<file path="src/rtl/clk_duty_monitor.sv">
// Measures period and high-time of a clk-synchronous divided strobe, window by window,
// and flags out-of-tolerance windows or missing rising edges with sticky error bits.
//   state   | meaning
//   IDLE    | monitor off, counters held at zero
//   SYNC    | waiting for the first rise; the partial window is discarded
//   MEAS    | counting a rise-to-rise window
module clk_duty_monitor #(
  parameter int CW      = 8,
  parameter int TOL     = 0,
  parameter int TIMEOUT = 64
) (
  input  logic          clk,
  input  logic          resetn,
  input  logic          div_in,
  input  logic          enable,
  input  logic [CW-1:0] exp_period,
  input  logic [CW-1:0] exp_high,
  input  logic          clr_err,
  output logic [CW-1:0] meas_period,
  output logic [CW-1:0] meas_high,
  output logic          meas_valid,
  output logic          period_err,
  output logic          duty_err,
  output logic          timeout
);

  localparam logic [1:0] ST_IDLE = 2'd0;
  localparam logic [1:0] ST_SYNC = 2'd1;
  localparam logic [1:0] ST_MEAS = 2'd2;

  // The cycle that would bring the count to TIMEOUT is the one that fires the timeout.
  localparam logic [CW-1:0] TO_LAST = CW'(TIMEOUT - 1);
  localparam logic [CW:0]   TOL_C   = (CW+1)'(TOL);

  logic [1:0]    state_q, state_d;
  logic          d_q;
  logic [CW-1:0] per_cnt_q, per_cnt_d;
  logic [CW-1:0] hi_cnt_q, hi_cnt_d;
  logic [CW-1:0] meas_period_q, meas_period_d;
  logic [CW-1:0] meas_high_q, meas_high_d;
  logic          meas_valid_q, meas_valid_d;
  logic          period_err_q, period_err_d;
  logic          duty_err_q, duty_err_d;
  logic          timeout_q, timeout_d;
  logic          per_set, duty_set, to_set;
  logic          rise;

  function automatic logic [CW-1:0] sat_inc(input logic [CW-1:0] v);
    return (v == {CW{1'b1}}) ? v : v + 1'b1;
  endfunction

  function automatic logic [CW:0] abs_diff(input logic [CW-1:0] a, input logic [CW-1:0] b);
    logic [CW:0] ax, bx;
    ax = {1'b0, a};
    bx = {1'b0, b};
    return (ax >= bx) ? (ax - bx) : (bx - ax);
  endfunction

  assign rise = div_in & ~d_q;

  always_comb begin
    state_d       = state_q;
    per_cnt_d     = per_cnt_q;
    hi_cnt_d      = hi_cnt_q;
    meas_period_d = meas_period_q;
    meas_high_d   = meas_high_q;
    meas_valid_d  = 1'b0;
    per_set       = 1'b0;
    duty_set      = 1'b0;
    to_set        = 1'b0;

    if (!enable) begin
      state_d   = ST_IDLE;
      per_cnt_d = '0;
      hi_cnt_d  = '0;
    end else begin
      case (state_q)
        ST_IDLE: begin
          state_d   = ST_SYNC;
          per_cnt_d = '0;
          hi_cnt_d  = '0;
        end
        ST_SYNC: begin
          hi_cnt_d = '0;
          if (rise) begin
            state_d   = ST_MEAS;
            per_cnt_d = CW'(1);
            hi_cnt_d  = CW'(1);
          end else if (per_cnt_q >= TO_LAST) begin
            to_set    = 1'b1;
            per_cnt_d = '0;
          end else begin
            per_cnt_d = sat_inc(per_cnt_q);
          end
        end
        ST_MEAS: begin
          if (rise) begin
            meas_period_d = per_cnt_q;
            meas_high_d   = hi_cnt_q;
            meas_valid_d  = 1'b1;
            per_set       = abs_diff(per_cnt_q, exp_period) > TOL_C;
            duty_set      = abs_diff(hi_cnt_q, exp_high) > TOL_C;
            per_cnt_d     = CW'(1);
            hi_cnt_d      = CW'(1);
          end else if (per_cnt_q >= TO_LAST) begin
            to_set    = 1'b1;
            state_d   = ST_SYNC;
            per_cnt_d = '0;
            hi_cnt_d  = '0;
          end else begin
            per_cnt_d = sat_inc(per_cnt_q);
            hi_cnt_d  = div_in ? sat_inc(hi_cnt_q) : hi_cnt_q;
          end
        end
        default: begin
          state_d   = ST_IDLE;
          per_cnt_d = '0;
          hi_cnt_d  = '0;
        end
      endcase
    end

    // A set event in the same cycle as clr_err keeps the flag high.
    period_err_d = per_set  | (period_err_q & ~clr_err);
    duty_err_d   = duty_set | (duty_err_q   & ~clr_err);
    timeout_d    = to_set   | (timeout_q    & ~clr_err);
  end

  always_ff @(posedge clk or negedge resetn) begin
    if (!resetn) begin
      state_q       <= ST_IDLE;
      d_q           <= 1'b0;
      per_cnt_q     <= '0;
      hi_cnt_q      <= '0;
      meas_period_q <= '0;
      meas_high_q   <= '0;
      meas_valid_q  <= 1'b0;
      period_err_q  <= 1'b0;
      duty_err_q    <= 1'b0;
      timeout_q     <= 1'b0;
    end else begin
      state_q       <= state_d;
      d_q           <= div_in;
      per_cnt_q     <= per_cnt_d;
      hi_cnt_q      <= hi_cnt_d;
      meas_period_q <= meas_period_d;
      meas_high_q   <= meas_high_d;
      meas_valid_q  <= meas_valid_d;
      period_err_q  <= period_err_d;
      duty_err_q    <= duty_err_d;
      timeout_q     <= timeout_d;
    end
  end

  assign meas_period = meas_period_q;
  assign meas_high   = meas_high_q;
  assign meas_valid  = meas_valid_q;
  assign period_err  = period_err_q;
  assign duty_err    = duty_err_q;
  assign timeout     = timeout_q;

endmodule

</file>
<file path="config.mk">
export PLATFORM = sky130hd
export DESIGN_NAME = clk_duty_monitor
export DESIGN_NICKNAME = d
export VERILOG_FILES = /design/src/rtl/clk_duty_monitor.sv
export SDC_FILE = /design/constraint.sdc
export NUM_CORES = 1
export LEC_CHECK = 0
export ABC_CLOCK_PERIOD_IN_PS = 3130
export CAP_MARGIN = 20
export CORE_MARGIN = 10
export CORE_UTILIZATION = 23
export DETAILED_ROUTE_END_ITERATION = 8
export GPL_TIMING_DRIVEN = 1
export SETUP_SLACK_MARGIN = 0.1
export SYNTH_ARGS = -nofsm -noshare
export SYNTH_HDL_FRONTEND = slang
export SYNTH_SLANG_ARGS = --single-unit
export TNS_END_PERCENT = 10
</file>
<file path="constraint.sdc">
create_clock -name clk -period 3.13 [get_ports clk]
set_input_delay 0.939 -clock clk [delete_from_list [all_inputs] [get_ports clk]]
set_output_delay 0.939 -clock clk [all_outputs]
set_load 0.1 [all_outputs]
</file>
# After elaboration in Yosys (flattened, before gate mapping)
# Index checks and enable logic that the tools add are counted.
# word_totals
ff_bits,39
in_bits,21
out_inout_bits,20
word_cells,77
# op_classes
n_addsub,6
magnitude_cmp,5
n_eq_ne,10
mux,32
bitwise_logic,9
reduce_logical,5
# ops
op,n
two-way mux 8 bit,10
subtractor 8 x 8 -> 9 bit,4
greater-than comparator 9 x 1 -> 1 bit (second input constant),2
two-way mux 9 bit,2
adder 8 x 1 -> 8 bit (second input constant),2
equality test 8 bit (second input constant),2
greater-or-equal comparator 8 bit,2
case mux 8 bit (2 select lines),1
!= test 5 bit (second input constant),3
two-way mux 1 bit,14
!= test 3 bit (second input constant),3
greater-or-equal comparator 8 x 6 -> 1 bit (second input constant),1
two-way mux 2 bit,4
case mux 2 bit (3 select lines),1
AND reduction 3 bit,2
AND 1 bit,4
bitwise OR 1 bit,3
equality test 2 x 1 -> 1 bit (second input constant),1
equality test 2 bit (second input constant),1
logical NOT 2 bit,1
NOT 1 bit,2
AND reduction 2 bit,1
OR reduction 2 bit,1

# Depth between registers and ports, before layout
# Gate-level depths: netlist of run 1.
# logic_depth
word_depth,7
ltp_mapped,9
mapped_depth_nobuf,8

# Worst setup path before layout of run 1
# No wires, ideal clock.
# synth_timing
path_type,in2reg
from,input exp_period[1]
to,"register period_err_q, in the netlist period_err"
setup_time_ps,143
arrival_ps,2710
t_required_ps,2987
path_slack_ps,277
cell_stages,8
path_buffers,0
cell_sequence,inv_1 ha_1 nor2b_4 or3_1 a32o_1 or4b_1 nor4_1 a221oi_1
# synth_between
elab_chain_len,7
elab_cells_between_ends,9
classes_between,2 x add/sub; 2 x order compare; 4 x mux; 1 x bitwise
# synth_lines
item,line,text
start: declaration,16,"input logic [CW-1:0] exp_period,"
subtractor 8 x 8 -> 9 bit / greater-or-equal comparator 8 bit (equally long branches),56,return (ax >= bx) ? (ax - bx) : (bx - ax);
two-way mux 9 bit (*),56,
greater-than comparator 9 x 1 -> 1 bit (*),101,"per_set = abs_diff(per_cnt_q, exp_period) > TOL_C;"
two-way mux 1 bit (*),97,if (rise) begin
two-way mux 1 bit (*),77,case (state_q)
two-way mux 1 bit (*),72,if (!enable) begin
bitwise OR 1 bit (*),124,period_err_d = per_set | (period_err_q & ~clr_err);
via period_err_d,42,"logic period_err_q, period_err_d;"
end signal: assignment,149,period_err_q <= period_err_d;
end: declaration,42,
# Mark *: on every way through the listed nets, which the timed path passes. The rest lies on a longest branch.
# A chain may end at the register's enable or synchronous reset.

# Worst setup path after layout of run 1
# layout_timing
from,input exp_high[7]
to,"register duty_err_q, in the netlist duty_err"
# layout_between
elab_chain_len,7
elab_cells_between_ends,9
classes_between,2 x add/sub; 2 x order compare; 4 x mux; 1 x bitwise
# layout_lines
item,line,text
start: declaration,17,"input logic [CW-1:0] exp_high,"
subtractor 8 x 8 -> 9 bit / greater-or-equal comparator 8 bit (equally long branches),56,
two-way mux 9 bit (*),56,
greater-than comparator 9 x 1 -> 1 bit (*),102,"duty_set = abs_diff(hi_cnt_q, exp_high) > TOL_C;"
two-way mux 1 bit (*),97,
two-way mux 1 bit (*),77,
two-way mux 1 bit (*),72,
bitwise OR 1 bit (*),125,duty_err_d = duty_set | (duty_err_q & ~clr_err);
via duty_err_d,43,"logic duty_err_q, duty_err_d;"
end signal: assignment,150,duty_err_q <= duty_err_d;
end: declaration,43,
# Marks and branches as above.

==> metrics.txt, run 1 <==
worst-case clock skew approximately 0.0076 ns; Clock Power Share 30.5%; commonest non-fill, non-tap cells in the layout 70 x buf_4, 43 x inv_1, 41 x o21ai_0, 39 x dfrtp_1, 36 x nand2_1; number of global-route vias before repair a little over 3000; unrepaired setup endpoints after global routing true; Worst slew margin 38.0%; Max Cap Viol 0; Ports between 40 and 50; final hold vios 0; worst skew pair latency between 0.2 and 0.3 ns; Pint around 1.0 mW; clock sinks 39; post-layout util 32.3%; Layout area overhead 36.4%; R2R cell count 8; Worst Setup EP duty_err; DR pass1 iterations 4; Reg2Reg Capture Point period_err; First DRT Iteration DRCs 131; WL/cell 14.6 µm; NetSw ~0.63 mW; CTS tree yes; Achievable Freq between 300 and 400 MHz; number of synthesized flops with an enable pin 0; die width approximately 140 µm; hold crit path type reg -> reg; die area 18800 µm²; Synth area leaders dfrtp_1 31%, ha_1 15%, o21ai_0 6.6%; antenna diode count 0; leakage between 1.5 and 2 nW; htree depth 2; Final ANT Viol Nets 0; total power 1.67 mW; YS warnings 0; Setup Viol. Count Final 0; first-pass GRT wire length between 15000 and 20000 µm; synthesized area between 3000 and 4000 µm²; Worst Max-Slew Pin Slew 0.931 ns; DR vias about 3100; most common cell after layout, fill and taps aside buf_4; row count 42; Crit Path Class in -> reg; ys async rst share 100%; switching fraction of total power ~37%; min Tclk post-route 2.98 ns; Total GRT Usage between 10% and 20%; Flop pwr share about a third; average via count per standard cell between 4 and 5; gpl congestion around 0.85; Yosys top cell by area dfrtp_1; port buffer count 40; startpoint types input pin; post-synth top area share between 30 and 40%; initial antenna violation count 0; Post-Route WL ~9500 µm; clk buf depth 2; Die H around 140 µm; Worst Path Required between 3 and 4 ns; Critical R2R Launch per_cnt_q[1]; Worst EP arrival 3.15 ns; Synth Register Bits 39; ys flop type dfrtp_1; Final HPWL DP ~7500 µm; DRC violations left 0; Seq/Total Area, Yosys ~31%; Num CTS Buffers 5; worst vdd ir approximately 0.21 mV; NumNets Final about 530; Slew Limit Fails 0; unique cell type count in the Yosys netlist 53; Critical Path End Type register; Mapped Cells 385; largest net degree at the start of global routing 40; status complete, no violations; Comb power frac 35.2%; ratio of cells with drive above 1 in the final layout a little over a fifth; grt ovf 0; CP Launch Point exp_high[7]; crit share post-route 95.3%; clock slew at reported path FFs approximately 0.070 ns; Reg2Reg Setup Slack 0.80 ns; Synth Area per Inst between 8 and 9 µm²; Core ar. about 13000 µm²; Root Buffer Master clkbuf_16; Initial Utilization between 20% and 30%; Power Density about 390 nW/µm²; CP Max Fanout 2
==> how the worst min path moves through the flow <==
stage                         from        endpoint  slack, ns  cells after the start
floorplan              hi_cnt_q[3]     hi_cnt_q[3]       0.50                      1
global placement      meas_high[4]    meas_high[4]       0.46                      2
detailed placement  meas_period[5]  meas_period[5]       0.47                      2
CTS                 meas_period[5]  meas_period[5]       0.49                      2
global route          meas_high[3]    meas_high[3]       0.52                      2
finish              meas_period[5]  meas_period[5]       0.48                      2
==> kinds of logic after synthesis <==
family          Yosys count  synth area share (%)
mux                       3                 0.989
buf+inv                  55                  6.56
flops                    39                  30.8
simple gates            123                  20.1
xor+xnor                  8                  2.21
other cells               1                 0.119
fa+ha+maj                37                  14.6
compound gates          119                  24.5
==> state kept, by name (all words and copies together), names as in the netlist <==
name and count:
per_cnt_q 8, timeout 1, period_err 1, duty_err 1, hi_cnt_q 8, meas_high 8, meas_period 8, d_q 1
state_q 2, meas_valid 1
==> cell usage after synthesis (2+ instances only) <==
cell type and instances:
and2_1 3, nor2b_1 9, nor2_1 17, inv_1 43
a211oi_1 3, xnor2_1 8, o31a_1 3, o2111ai_1 2
a2bb2oi_1 2, a21oi_1 17, nor3_1 10, or2_2 4
o31ai_1 3, ha_1 37, or3_1 6, dfrtp_1 39
o21a_1 7, mux2i_1 2, nand3_1 14, nand2b_1 6
nor4_1 3, nand2_1 36, o41ai_1 3, a21o_1 8
clkbuf_1 11, o21ai_0 42, o211ai_1 8, nand4_1 3
a21boi_0 4, a2111oi_0 5, and3_1 4, a31oi_1 2
==> per-layer routing <==
layer  share of wire (%)  routed length [µm]  vias up  track usage [%]
li1                    -                   -     1543                -
met1                  46                4320     1463             12.5
met2                  47                4430       59             17.1
met3                 6.0                 567       15             2.95
met4                 1.7                 165        0             2.75
met5                   0                   0        -                0
==> worst max-delay path, cell delays in order <==
cell	delay [ns]
clkdlybuf4s50_1	0.48
inv_1	0.05
ha_1	0.31
a21o_1	0.21
a2111oi_1	0.39
o211ai_1	0.19
nor4b_2	0.31
a31oi_1	0.14
o31a_1	0.14
==> power groups by stage <==
| stage | sequential (mW) | clock, mW | combinational [mW] |
|---|---|---|---|
| global route | 0.581 | 0.552 | 0.639 |
| floorplan | 0.739 | 0 | 0.217 |
| CTS | 0.573 | 0.526 | 0.582 |
| global placement | 0.580 | 0 | 0.568 |
| detailed placement | 0.583 | 0 | 0.576 |
| finish | 0.573 | 0.511 | 0.589 |
==> what timing repair did <==
action / in CTS / in global routing
pin swaps: 3 / 7
hold buffers: 0 / 0
endpoints found under the setup margin: 2 / 2
gates resized for setup: 3 / 17
buffers inserted: 1 / 0
==> per-stage QoR <==
stage | cell area [µm²] | instances | setup WS (ns) | TNS [ns] | hold WS, ns
final | 4320 | 650 | 0.146 | 0 | 0.479
after global routing | 4320 | 650 | 0.0735 | 0 | 0.518
after CTS | 4240 | 650 | 0.0875 | 0 | 0.487
after global placement | 4080 | 641 | -0.285 | -0.519 | 0.463
after floorplan | 3170 | 386 | 0.277 | 0 | 0.504
after detailed placement | 4080 | 641 | -0.299 | -0.572 | 0.473
==> area by class of cell <==
| class | instances | area, µm² |
|---|---|---|
| Clock inverter | 3 | 20.0 |
| Tap cell | 176 | 220 |
| Fill cell | 1408 | 9030 |
| Multi-Input combinational cell | 292 | 2060 |
| Inverter | 43 | 161 |
| Sequential cell | 39 | 976 |
| Timing Repair Buffer | 92 | 754 |
| Clock buffer | 5 | 125 |
Note: power is estimated with default switching activity, not from simulation.
==> inputs of run 2 (changes only) <==
--- a/config.mk
+++ b/config.mk
@@ -5,6 +5,7 @@
 export SDC_FILE = /design/constraint.sdc
 export NUM_CORES = 1
 export LEC_CHECK = 0
+export ABC_AREA = 0
 export ABC_CLOCK_PERIOD_IN_PS = 3130
 export CAP_MARGIN = 20
 export CORE_MARGIN = 10
==> results of run 2 <==
Same layout as run 1: the final DEF is identical, and so are final timing and power.
